==> config.mk <==
export PLATFORM = sky130hd
export DESIGN_NAME = nn_event_array
export DESIGN_NICKNAME = d
export VERILOG_FILES = /design/src/rtl/nn_event_array.sv
export SDC_FILE = /design/constraint.sdc
export NUM_CORES = 1
export LEC_CHECK = 0
export CAP_MARGIN = 25
export CORE_ASPECT_RATIO = 1.2
export CORE_MARGIN = 5
export CORE_UTILIZATION = 50
export DETAILED_ROUTE_END_ITERATION = 8
export GPL_ROUTABILITY_DRIVEN = 0
export MAX_ROUTING_LAYER = met4
export PLACE_DENSITY = 0.69
export SKIP_LAST_GASP = 1
export SLEW_MARGIN = 20
export SYNTH_ARGS = -nofsm -noshare
export SYNTH_HDL_FRONTEND = slang
export SYNTH_SLANG_ARGS = --single-unit
==> constraint.sdc <==
create_clock -name clk -period 8.8 [get_ports clk]
set_clock_uncertainty 0.2 [all_clocks]
set_input_delay 1.76 -clock clk [delete_from_list [all_inputs] [get_ports clk]]
set_output_delay 1.76 -clock clk [all_outputs]
set_load 0.01 [all_outputs]
==> src/rtl/nn_event_array.sv <==
// Event-driven synapse array: queued row spikes are walked one column per cycle into
// saturating dendrite accumulators, which are published and cleared on each tick.
//   state   | meaning
//   IDLE    | waiting for a queued spike or a pending tick
//   ACCUM   | adding W[row][col] into acc[col], one column per cycle
//   PUBLISH | current_out/current_valid presented, tick_pending cleared
module nn_event_array #(
    parameter int NUM_SYNAPSE_ROWS = 4,
    parameter int NUM_COLS         = 4,
    parameter int WEIGHT_W         = 8,
    parameter int CUR_W            = 16,
    parameter int FIFO_DEPTH       = 4,
    localparam int RW = (NUM_SYNAPSE_ROWS > 1) ? $clog2(NUM_SYNAPSE_ROWS) : 1,
    localparam int CW = (NUM_COLS > 1) ? $clog2(NUM_COLS) : 1
) (
    input  logic                      clk,
    input  logic                      reset,
    input  logic                      spike_valid,
    input  logic [RW-1:0]             spike_row,
    output logic                      spike_ready,
    input  logic                      cfg_we,
    input  logic [RW-1:0]             cfg_row,
    input  logic [CW-1:0]             cfg_col,
    input  logic [WEIGHT_W-1:0]       cfg_weight,
    input  logic                      tick,
    output logic [NUM_COLS*CUR_W-1:0] current_out,
    output logic                      current_valid,
    output logic                      busy,
    output logic                      err_row
);

    localparam int AW = $clog2(FIFO_DEPTH);
    localparam logic [RW:0] ROW_LIM = (RW+1)'(NUM_SYNAPSE_ROWS);
    localparam logic [CW:0] COL_LIM = (CW+1)'(NUM_COLS);
    localparam logic signed [CUR_W-1:0] CUR_MAX = {1'b0, {(CUR_W-1){1'b1}}};
    localparam logic signed [CUR_W-1:0] CUR_MIN = {1'b1, {(CUR_W-1){1'b0}}};

    typedef enum logic [1:0] {IDLE, ACCUM, PUBLISH} state_t;

    state_t                     state;
    logic signed [WEIGHT_W-1:0] weight [NUM_SYNAPSE_ROWS][NUM_COLS];
    logic signed [CUR_W-1:0]    acc [NUM_COLS];
    logic [RW-1:0]              fifo_mem [FIFO_DEPTH];
    logic [AW:0]                wr_ptr;
    logic [AW:0]                rd_ptr;
    logic [RW-1:0]              row;
    logic [CW-1:0]              col;
    logic                       tick_pending;

    logic                       fifo_empty;
    logic                       fifo_full;
    logic                       push;
    logic                       pop;
    logic                       last_col;
    logic [RW-1:0]              head_row;
    logic                       head_bad;
    logic                       row_ok;
    logic                       cfg_ok;
    logic signed [WEIGHT_W-1:0] w_sel;
    logic signed [CUR_W:0]      sum;
    logic signed [CUR_W-1:0]    sum_sat;

    assign fifo_empty  = (wr_ptr == rd_ptr);
    assign fifo_full   = (wr_ptr[AW] != rd_ptr[AW]) && (wr_ptr[AW-1:0] == rd_ptr[AW-1:0]);
    assign spike_ready = reset && !fifo_full && !tick_pending;
    assign push        = spike_valid && spike_ready;
    assign last_col    = (col == CW'(NUM_COLS - 1));
    assign pop         = !fifo_empty && ((state == IDLE) || ((state == ACCUM) && last_col));
    assign head_row    = fifo_mem[rd_ptr[AW-1:0]];
    assign head_bad    = !({1'b0, head_row} < ROW_LIM);
    assign row_ok      = ({1'b0, row} < ROW_LIM);
    assign cfg_ok      = ({1'b0, cfg_row} < ROW_LIM) && ({1'b0, cfg_col} < COL_LIM);
    assign busy        = (state != IDLE) || !fifo_empty || tick_pending;

    // An out-of-range row still walks all columns but contributes nothing.
    always_comb begin
        w_sel = '0;
        if (row_ok) begin
            w_sel = weight[row][col];
        end
    end

    always_comb begin
        sum     = {acc[col][CUR_W-1], acc[col]}
                + {{(CUR_W+1-WEIGHT_W){w_sel[WEIGHT_W-1]}}, w_sel};
        sum_sat = sum[CUR_W-1:0];
        if (sum[CUR_W] != sum[CUR_W-1]) begin
            sum_sat = sum[CUR_W] ? CUR_MIN : CUR_MAX;
        end
    end

    always_ff @(posedge clk) begin
        if (push) begin
            fifo_mem[wr_ptr[AW-1:0]] <= spike_row;
        end
    end

    // A write sampled on the same edge as an ACCUM read leaves that read with the old weight.
    always_ff @(posedge clk or negedge reset) begin
        if (!reset) begin
            for (int r = 0; r < NUM_SYNAPSE_ROWS; r++) begin
                for (int c = 0; c < NUM_COLS; c++) begin
                    weight[r][c] <= '0;
                end
            end
        end else if (cfg_we && cfg_ok) begin
            weight[cfg_row][cfg_col] <= cfg_weight;
        end
    end

    always_ff @(posedge clk or negedge reset) begin
        if (!reset) begin
            state         <= IDLE;
            wr_ptr        <= '0;
            rd_ptr        <= '0;
            row           <= '0;
            col           <= '0;
            tick_pending  <= 1'b0;
            current_out   <= '0;
            current_valid <= 1'b0;
            err_row       <= 1'b0;
            for (int c = 0; c < NUM_COLS; c++) begin
                acc[c] <= '0;
            end
        end else begin
            current_valid <= 1'b0;
            if (push) begin
                wr_ptr <= wr_ptr + (AW+1)'(1);
            end
            if (pop) begin
                rd_ptr <= rd_ptr + (AW+1)'(1);
                row    <= head_row;
                col    <= '0;
                if (head_bad) begin
                    err_row <= 1'b1;
                end
            end
            if (tick) begin
                tick_pending <= 1'b1;
            end
            case (state)
                IDLE: begin
                    if (!fifo_empty) begin
                        state <= ACCUM;
                    end else if (tick_pending) begin
                        for (int c = 0; c < NUM_COLS; c++) begin
                            current_out[c*CUR_W +: CUR_W] <= acc[c];
                            acc[c] <= '0;
                        end
                        current_valid <= 1'b1;
                        state         <= PUBLISH;
                    end
                end
                ACCUM: begin
                    acc[col] <= sum_sat;
                    if (!last_col) begin
                        col <= col + CW'(1);
                    end else if (fifo_empty) begin
                        state <= IDLE;
                    end
                end
                PUBLISH: begin
                    tick_pending <= 1'b0;
                    state        <= IDLE;
                end
                default: state <= IDLE;
            endcase
        end
    end

endmodule

# Yosys cells after proc, flatten, opt, wreduce, memory -nomap -nowiden
# Memory sizes are Yosys's and may differ from the RTL's. A register that Yosys moved wholly into a read port is not among the register bits.
# Index checks and enable logic that the tools add are counted.
# word_totals
wordCells,115
output_inout_bits,68
regBits,268
memories,1
in_bits,19
ramBits,8
# mem_list
memory,depth,word_bits,read_ports,rd_ports_with_merged_regs,wr,line_no,text
fifo_mem,4,2,1,1,1,43,logic [RW-1:0] fifo_mem [FIFO_DEPTH];
# op_classes
mux,37
bitwise,4
order_cmp,7
addsub,4
reduce_logical,23
n_eq_ne,12
# op_table
cell,count
$bwmux W128,1
$mux W64,2
$pmux W64 S2,1
$mux W32,3
$mux W16,5
$bmux W32 S2,1
$bwmux W64,1
$demux W32 S2,1
$bmux W16 S2,1
$demux W16 S2,1
$mux W8,3
$add A16 B8 Y17,1
$bmux W8 S2,1
$demux W8 S2,1
$mux W2,7
$ge A3 B3 Y1 const B,4
$not A2 Y3,4
$logic_and A1 B1 Y1,9
$lt A3 B1 Y1 const B,3
$reduce_and A3 Y1,3
$ne A2 B2 Y1 const B,4
$mux W1,7
$add A3 B1 Y3 const B,2
$reduce_bool A2 Y1,3
other kinds (11),18

# Logic depth before layout (Yosys ltp)
# Gate-level depths: netlist (run 1).
# logic_depth
word_depth,12
mapped_depth,14
mapped_depth_nobuf,11

# Worst setup path after synthesis (run 1)
# Ideal clock, no wire load.
# synth_path
path_kind,register to register
startpoint,register row[0] (read register of fifo_mem)
endpoint,register acc[11] (netlist name)
period_less_slack_ns,4.436
stages_incl_launch_ff,15
required_ns,8.479
setup_ns,0.121
path_slack_ns,4.364
n_path_buf,3
arrival_time_ns,4.115
cell_sequence,dfrtp_1 clkbuf_1 buf_2 mux4_2 mux4_2 ha_1 fa_1 a211oi_2 o211ai_1 and2_4 a221oi_2 a21oi_2 buf_6 maj3_2 a22o_1
# synth_via
elab_chain_cells,12
word_cells_on_any_way,13
classes_between,1 x add/sub; 1 x eq/ne; 10 x mux; 1 x bitwise
# synth_rtl
item,line_no,text
start: declaration,46,logic [RW-1:0] row;
$not A2 Y3 (not written as such) *,79,w_sel = weight[row][col];
$bmux W32 S2 *,79,
$mux W32 (not written as such) * (2 in a row),79,
$bmux W8 S2 *,79,
$mux W8 (not written as such) * (2 in a row),79,
$add A16 B8 Y17 *,85,"+ {{(CUR_W+1-WEIGHT_W){w_sel[WEIGHT_W-1]}}, w_sel};"
$mux W16 / $ne A1 B1 Y1 (equally long branches),"88, 87",
$mux W16 *,87,if (sum[CUR_W] != sum[CUR_W-1]) begin
$bwmux W64 *,155,acc[col] <= sum_sat;
$pmux W64 S2 *,141,case (state)
end signal: indexed assignment,155,
end: declaration,42,logic signed [CUR_W-1:0] acc [NUM_COLS];
# Every way passes the cells marked *; elsewhere a longest branch is shown, timed or not. The select of a mux whose other input is x is not followed.
# A chain may end at the register's enable or synchronous reset.

# Worst setup path after layout (run 1)
# layout_path
startpoint,input port reset
endpoint,output port spike_ready
# layout_via
elab_chain_cells,2
# layout_rtl
item,line_no,text
start: declaration,17,"input logic reset,"
$logic_and A1 B1 Y1 (2 in a row),65,assign spike_ready = reset && !fifo_full && !tick_pending;
end: declaration,20,"output logic spike_ready,"
# No other way between the ends.

==> results.json, run 1 <==
{
  "post_cts_buffers": 0,
  "p_leak_uw": 0.006756,
  "slowest_stage": "clkdlybuf4s50_1",
  "cts.sinks": 278,
  "port_buffers": 85,
  "cts_root_buffer": "clkbuf_16",
  "ant_nets": 0,
  "start_util_pct": 50.35,
  "grt_pass1_vias": 8471,
  "ff2ff_path_depth": 11,
  "async_reset_ff_share_pct": 97.12,
  "p_switching_uw": 2650,
  "core_sq_um": 25300,
  "critPathBufInv": 2,
  "finalHoldViolations": 0,
  "powerDensity_nw_per_um2": 457.5,
  "p_int_uw": 4148,
  "die_w_um": 155.7,
  "wl_um": 27630,
  "highest_layer": "met4",
  "synth.distinct_cells": 53,
  "wl_per_cell_um": 19.72,
  "synth_edf_count": 8,
  "num_rows": 64,
  "p_seq_share_pct": 29.6,
  "hold_buffers": 0,
  "syn-num-nets": 1025,
  "critPathArrivalTime_ns": 3.23,
  "cp-start-kind": "primary input",
  "grt_max_degree": 77,
  "clock_path_buffers": 3,
  "timing.rr.start": "row[0]",
  "hold_class": "reg2reg",
  "die_h_um": 184.9,
  "fin_crit_sh_pct": 59.03,
  "worstSetupPathType": "in2out",
  "yosys_register_bits": 278,
  "clk_pin_slew_worst_paths_ns": 0.06,
  "ys.flop_type": "dfrtp_1",
  "r2r-end": "acc[1]",
  "grt_usage_pct": 20.10,
  "max_freq_mhz": 192.5,
  "setup_ws_ns": 3.606,
  "hold_depth": 2,
  "drive_gt1_share_pct": 25.49,
  "cts_buffers": 28,
  "crit_fanout": 69,
  "wl_met3_um": 1349,
  "insertedDiodeCount": 0,
  "critical_path.top_delay_family": "buffers and inverters",
  "drcViolationCount": 0,
  "route.met2.wl_um": 14060,
  "yosys_warnings": 0,
  "dp.final_hpwl_um": 18360,
  "seq_area_frac_synth_pct": 54.92,
  "hold-path-endpoint": "current_out[58]",
  "crit_path_start": "reset",
  "dieArea_sq_um": 28790,
  "ir_drop_uv": 271.9,
  "syn_area_sq_um": 12740,
  "worstHoldStart": "current_out[58]",
  "antenna_found_initial": 0,
  "final_nets": 1098,
  "first_pass_iters": 5,
  "min_period_ns": 5.194,
  "syn_avg_cell_area_sq_um": 13.00,
  "run_status": "completed",
  "slew_headroom_pct": 35.04,
  "pwr-share-clk_pct": 17.2,
  "cp-end-kind": "output pin",
  "post_cts_resized": 0,
  "crit_chain": "buf_8 -> nand2b_1 -> a21oi_1 -> clkdlybuf4s50_1",
  "max_slew.worst_pin.slew_ns": 0.9709,
  "required_ns": 6.84,
  "cpPeakStageDelay_ns": 0.61,
  "cap_viol_max_count": 0,
  "switching_share_pct": 38.99,
  "cts_tree": "done",
  "dp_slack_ns": 3.579,
  "ios": 87,
  "netlist_instances": 980,
  "fillers": 2117,
  "drv_slew": 0,
  "drt-met1-wl_um": 11390,
  "finalSetupViolCount": 0,
  "vias_per_cell": 5.769,
  "grt_pass1_wl_um": 45400,
  "rsz0062_at_grt": "false",
  "syn2layout_area_growth_pct": 16.64,
  "ff2ff_setup_slack_ns": 3.67,
  "clock_latency_ns": 0.53,
  "vias": 8083,
  "power_frac_comb_pct": 53.2,
  "drt_iter0_drc": 527,
  "setup_tns_ns": 0,
  "htree_levels": 1,
  "grt_overflow": 0
}
state kept, by name (all words and copies together), names as in the netlist:
| signal | flops |
|---|---|
| tick_pending | 1 |
| weight | 128 |
| current_valid | 1 |
| current_out | 64 |
| fifo_mem | 8 |
| row | 2 |
| state | 2 |
| wr_ptr | 3 |
| acc | 64 |
| rd_ptr | 3 |
| col | 2 |
cell families after synthesis:
logic type	Yosys count	synth area share, %
AO/OA/AOI/OAI	115	7.003
XOR/XNOR	19	1.306
adder cells (fa/ha/maj)	41	3.909
buffers and inverters	70	2.308
flip-flops	278	54.92
multiplexers	189	21.83
other	1	0.02944
AND/OR/NAND/NOR	267	8.692
synth_stat cells, drive strengths merged (2+ instances only):
library cell / count / share of area (%)
dfrtp: 270 / 53
nand2: 204 / 6.0
mux2: 131 / 12
a22o: 60 / 4.1
mux4: 58 / 10
clkbuf: 40 / 1.2
ha: 25 / 2.5
nor2: 21 / 0.62
buf: 19 / 0.80
a21oi: 15 / 0.65
maj3: 15 / 1.3
o21ai: 13 / 0.51
inv: 11 / 0.32
xor2: 10 / 0.69
xnor2: 9 / 0.62
edfxtp: 8 / 1.9
nand3: 8 / 0.31
and2: 7 / 0.36
a21o: 6 / 0.35
and3: 6 / 0.29
a31oi: 5 / 0.25
nand2b: 5 / 0.25
nand3b: 5 / 0.29
or3: 4 / 0.20
o211ai: 3 / 0.18
a211oi: 2 / 0.16
a41oi: 2 / 0.14
nor3: 2 / 0.079
o21bai: 2 / 0.12
or2: 2 / 0.098
worst min-delay path, stage by stage (launching register included):
cell and delay [ns]:
dfrtp_1 0.34, nand2_1 0.05, nand2_1 0.05
cell usage in the layout (no fill, tap or decap), types with 6 or more instances in the layout:
master           synthesis  routed
xor2_1                  10      10
o21ai_0                 11      11
maj3_2                  12      12
xnor2_1                  9       9
clkbuf_8                 0       7
mux2_2                 131     131
clkbuf_1                39       6
clkbuf_16                0      29
dfrtp_1                270     268
mux4_2                  58      58
buf_4                    1      11
inv_1                   10       9
clkdlybuf4s50_1          0      84
nand2_1                204     204
nor2_1                  21      21
ha_1                    25      25
a21o_1                   6       6
a21oi_1                 13      13
nand3_1                  8       7
edfxtp_1                 8       8
and3_1                   6       6
a22o_1                  60      60
and2_1                   6       6
worst max-delay path by stage:
stage,cells after the start,endpoint,slack (ns)
global route,11,acc[17],3.39
CTS,4,spike_ready,3.58
detailed placement,4,spike_ready,3.58
floorplan,14,acc[11],4.36
global placement,4,spike_ready,3.61
finish,4,spike_ready,3.61
cell type report:
class                      count  area [sq um]  area share (%)
sequential                   278          6999           47.10
multi-input combinational    632          5454           36.70
timing repair buffer         102          1044           7.023
clock buffer                  42         844.6           5.684
tap                          330         412.9           2.779
clock inverter                 6         63.81          0.4294
inverter                      11         41.29          0.2779
per-stage QoR:
step | util (%) | cell area (sq um) | std cells | power [uW] | hold slack [ns]
6_report | 58.72 | 14860 | 1401 | 6798 | 0.2699
5_1_grt | 58.72 | 14860 | 1401 | 7239 | 0.3041
3_3_place_gp | 54.72 | 13850 | 1347 | 5489 | 0.2577
3_5_place_dp | 54.89 | 13890 | 1350 | 5621 | 0.2616
4_1_cts | 58.48 | 14800 | 1398 | 6816 | 0.2767
2_1_floorplan | - | 12740 | 980 | 4663 | 0.2551
per-layer routing:
| metal | up-vias | global-route usage [%] |
|---|---|---|
| met3 | 62 | 2.547 |
| met2 | 222 | 33.38 |
| li1 | 3665 | - |
| met1 | 4134 | 25.90 |
| met4 | 0 | 6.690 |
| met5 | - | - |
power by group through the flow:
stage | combinational (uW) | sequential [uW] | clock, uW
after floorplan | 2720 | 1950 | 0
after global placement | 3460 | 2030 | 0
after detailed placement | 3570 | 2050 | 0
after CTS | 3590 | 2030 | 1190
after global routing | 3930 | 2070 | 1240
final | 3620 | 2020 | 1170
Note: power is estimated with default switching activity, not from simulation.
==> run 2, diff against run 1 <==
Settings changed: PLACE_DENSITY 0.69 to 0.72.
Clock period 8.8 ns to 4.3 ns, I/O delays scaled along.
==> results.json, run 2 (synthesis gave the netlist of run 1 again) <==
{
  "crit_fanout": 8,
  "die_w_um": 155.7,
  "reg.largest.list": "weight: 128 flops, acc: 64 flops, current_out: 64 flops",
  "worstHoldStart": "current_out[58]",
  "timing.rr.start": "row[0]",
  "drv_slew": 0,
  "start_util_pct": 50.35,
  "pwr-share-clk_pct": 15.8,
  "syn2layout_area_growth_pct": 21.21,
  "antenna_found_initial": 0,
  "powerDensity_nw_per_um2": 995.3,
  "min_period_ns": 4.220,
  "required_ns": 4.51,
  "drt_iter0_drc": 426,
  "power_uw": 15370,
  "rsz0062_at_grt": "true",
  "cts_root_buffer": "clkbuf_16",
  "dp.final_hpwl_um": 19250,
  "ir_drop_uv": 707.8,
  "finalHoldViolations": 0,
  "grt_pass1_vias": 8622,
  "clock_path_buffers": 3,
  "die_h_um": 184.9,
  "grt_max_degree": 152,
  "ios": 87,
  "htree_levels": 1,
  "critPathArrivalTime_ns": 4.43,
  "grt_usage_pct": 21.01,
  "largest_register_ffs": 128,
  "dieArea_sq_um": 28790,
  "run_status": "completed",
  "worstSetupPathType": "reg2reg",
  "drive_gt1_share_pct": 30.47,
  "cp-start-kind": "flop",
  "grt_overflow": 0,
  "largest-register": "weight",
  "finalSetupViolCount": 0,
  "wl_per_cell_um": 20.24,
  "cts_buffers": 27,
  "first_pass_iters": 5,
  "switching_share_pct": 37.84,
  "hold_class": "reg2reg",
  "clock_latency_ns": 0.55,
  "p_int_uw": 9555,
  "cp-end-kind": "flop",
  "fin_crit_sh_pct": 98.14,
  "vias_per_cell": 5.676,
  "final_nets": 1143,
  "cts_tree": "done",
  "insertedDiodeCount": 0,
  "power_frac_comb_pct": 57.6,
  "wl_um": 29330,
  "crit_path_start": "row[0]",
  "final_cell_mix": "269 x dfrtp_1, 204 x nand2_1, 131 x mux2_2, 84 x clkdlybuf4s50_1, 60 x a22o_1",
  "slew_headroom_pct": 39.73,
  "ant_nets": 0,
  "fin_util_pct": 61.03,
  "max_slew.worst_pin.slew_ns": 0.9040,
  "p_seq_share_pct": 26.5,
  "clk_pin_slew_worst_paths_ns": 0.06,
  "core_sq_um": 25300,
  "fillers": 1983,
  "hold_ws_ns": 0.2704,
  "p_leak_uw": 0.007004,
  "grt_pass1_wl_um": 46990,
  "cts.sinks": 278,
  "port_buffers": 85,
  "p_switching_uw": 5816,
  "max_freq_mhz": 237.0,
  "vias": 8225,
  "drcViolationCount": 0,
  "num_rows": 64,
  "cap_viol_max_count": 0,
  "final_common_cell": "dfrtp_1"
}
==> run 2: metal layers <==
layer | up-vias | wire (um) | GRT usage [%]
met5 | - | 0 | -
met4 | 0 | 636 | 5.359
met3 | 45 | 1428 | 2.781
met2 | 218 | 14680 | 35.56
met1 | 4198 | 12580 | 27.12
li1 | 3764 | - | -
==> run 2: power groups by stage <==
stage | sequential, uW | combinational, uW | clock [uW]
2_1_floorplan | 3980 | 5570 | 0
5_1_grt | 4190 | 9540 | 2590
4_1_cts | 4080 | 8160 | 2480
3_5_place_dp | 4120 | 8060 | 0
6_report | 4080 | 8860 | 2430
3_3_place_gp | 4090 | 7890 | 0
==> run 2: worst max-delay path: stages (launching register included) <==
cell and delay [ns]:
dfrtp_2 0.55, mux4_2 0.54, mux4_2 0.53, ha_4 0.19, fa_2 0.40, a211oi_2 0.26
o211ai_1 0.17, buf_4 0.17, a31oi_2 0.22, o21ai_1 0.11, xor2_1 0.15, maj3_2 0.36
a22o_1 0.24
==> run 2: area by class of cell <==
cell class / count / area (sq um) / share of cell area (%)
clock buffer: 31 / 700.7 / 4.537
clock inverter: 19 / 209.0 / 1.353
inverter: 11 / 41.29 / 0.2674
multi-input combinational: 633 / 5640 / 36.53
sequential: 278 / 6998 / 45.32
tap: 330 / 412.9 / 2.674
timing repair buffer: 147 / 1440 / 9.326
==> run 2: per-stage QoR <==
stage	setup slack, ns	setup TNS (ns)	cells	area (sq um)
after floorplan	0.06346	0	980	12750
after global placement	0.02219	0	1388	14260
after detailed placement	-0.04061	-0.1554	1388	14260
after CTS	0.004879	0	1440	15200
after global routing	-0.06414	-0.6231	1449	15440
final	0.08013	0	1449	15440
==> run 2: path summary, 6_finish.rpt <==
path,endpoint,slack [ns],cells after the start
max,acc[14],0.08,12
min,current_out[58],0.27,2
max reg2reg,acc[14],0.08,12
min reg2reg,current_out[58],0.27,2
max in group asynchronous,weight[66],1.66,4
min in group asynchronous,current_valid,0.53,2
==> run 2: timing repair <==
item                                    CTS  global route
gates cloned                              0             1
resized for setup                         4            27
pin swaps                                 2            12
buffers inserted                          1             8
hold buffers                              1             0
hold endpoints to repair                 15             0
endpoints found under the setup margin   12            60
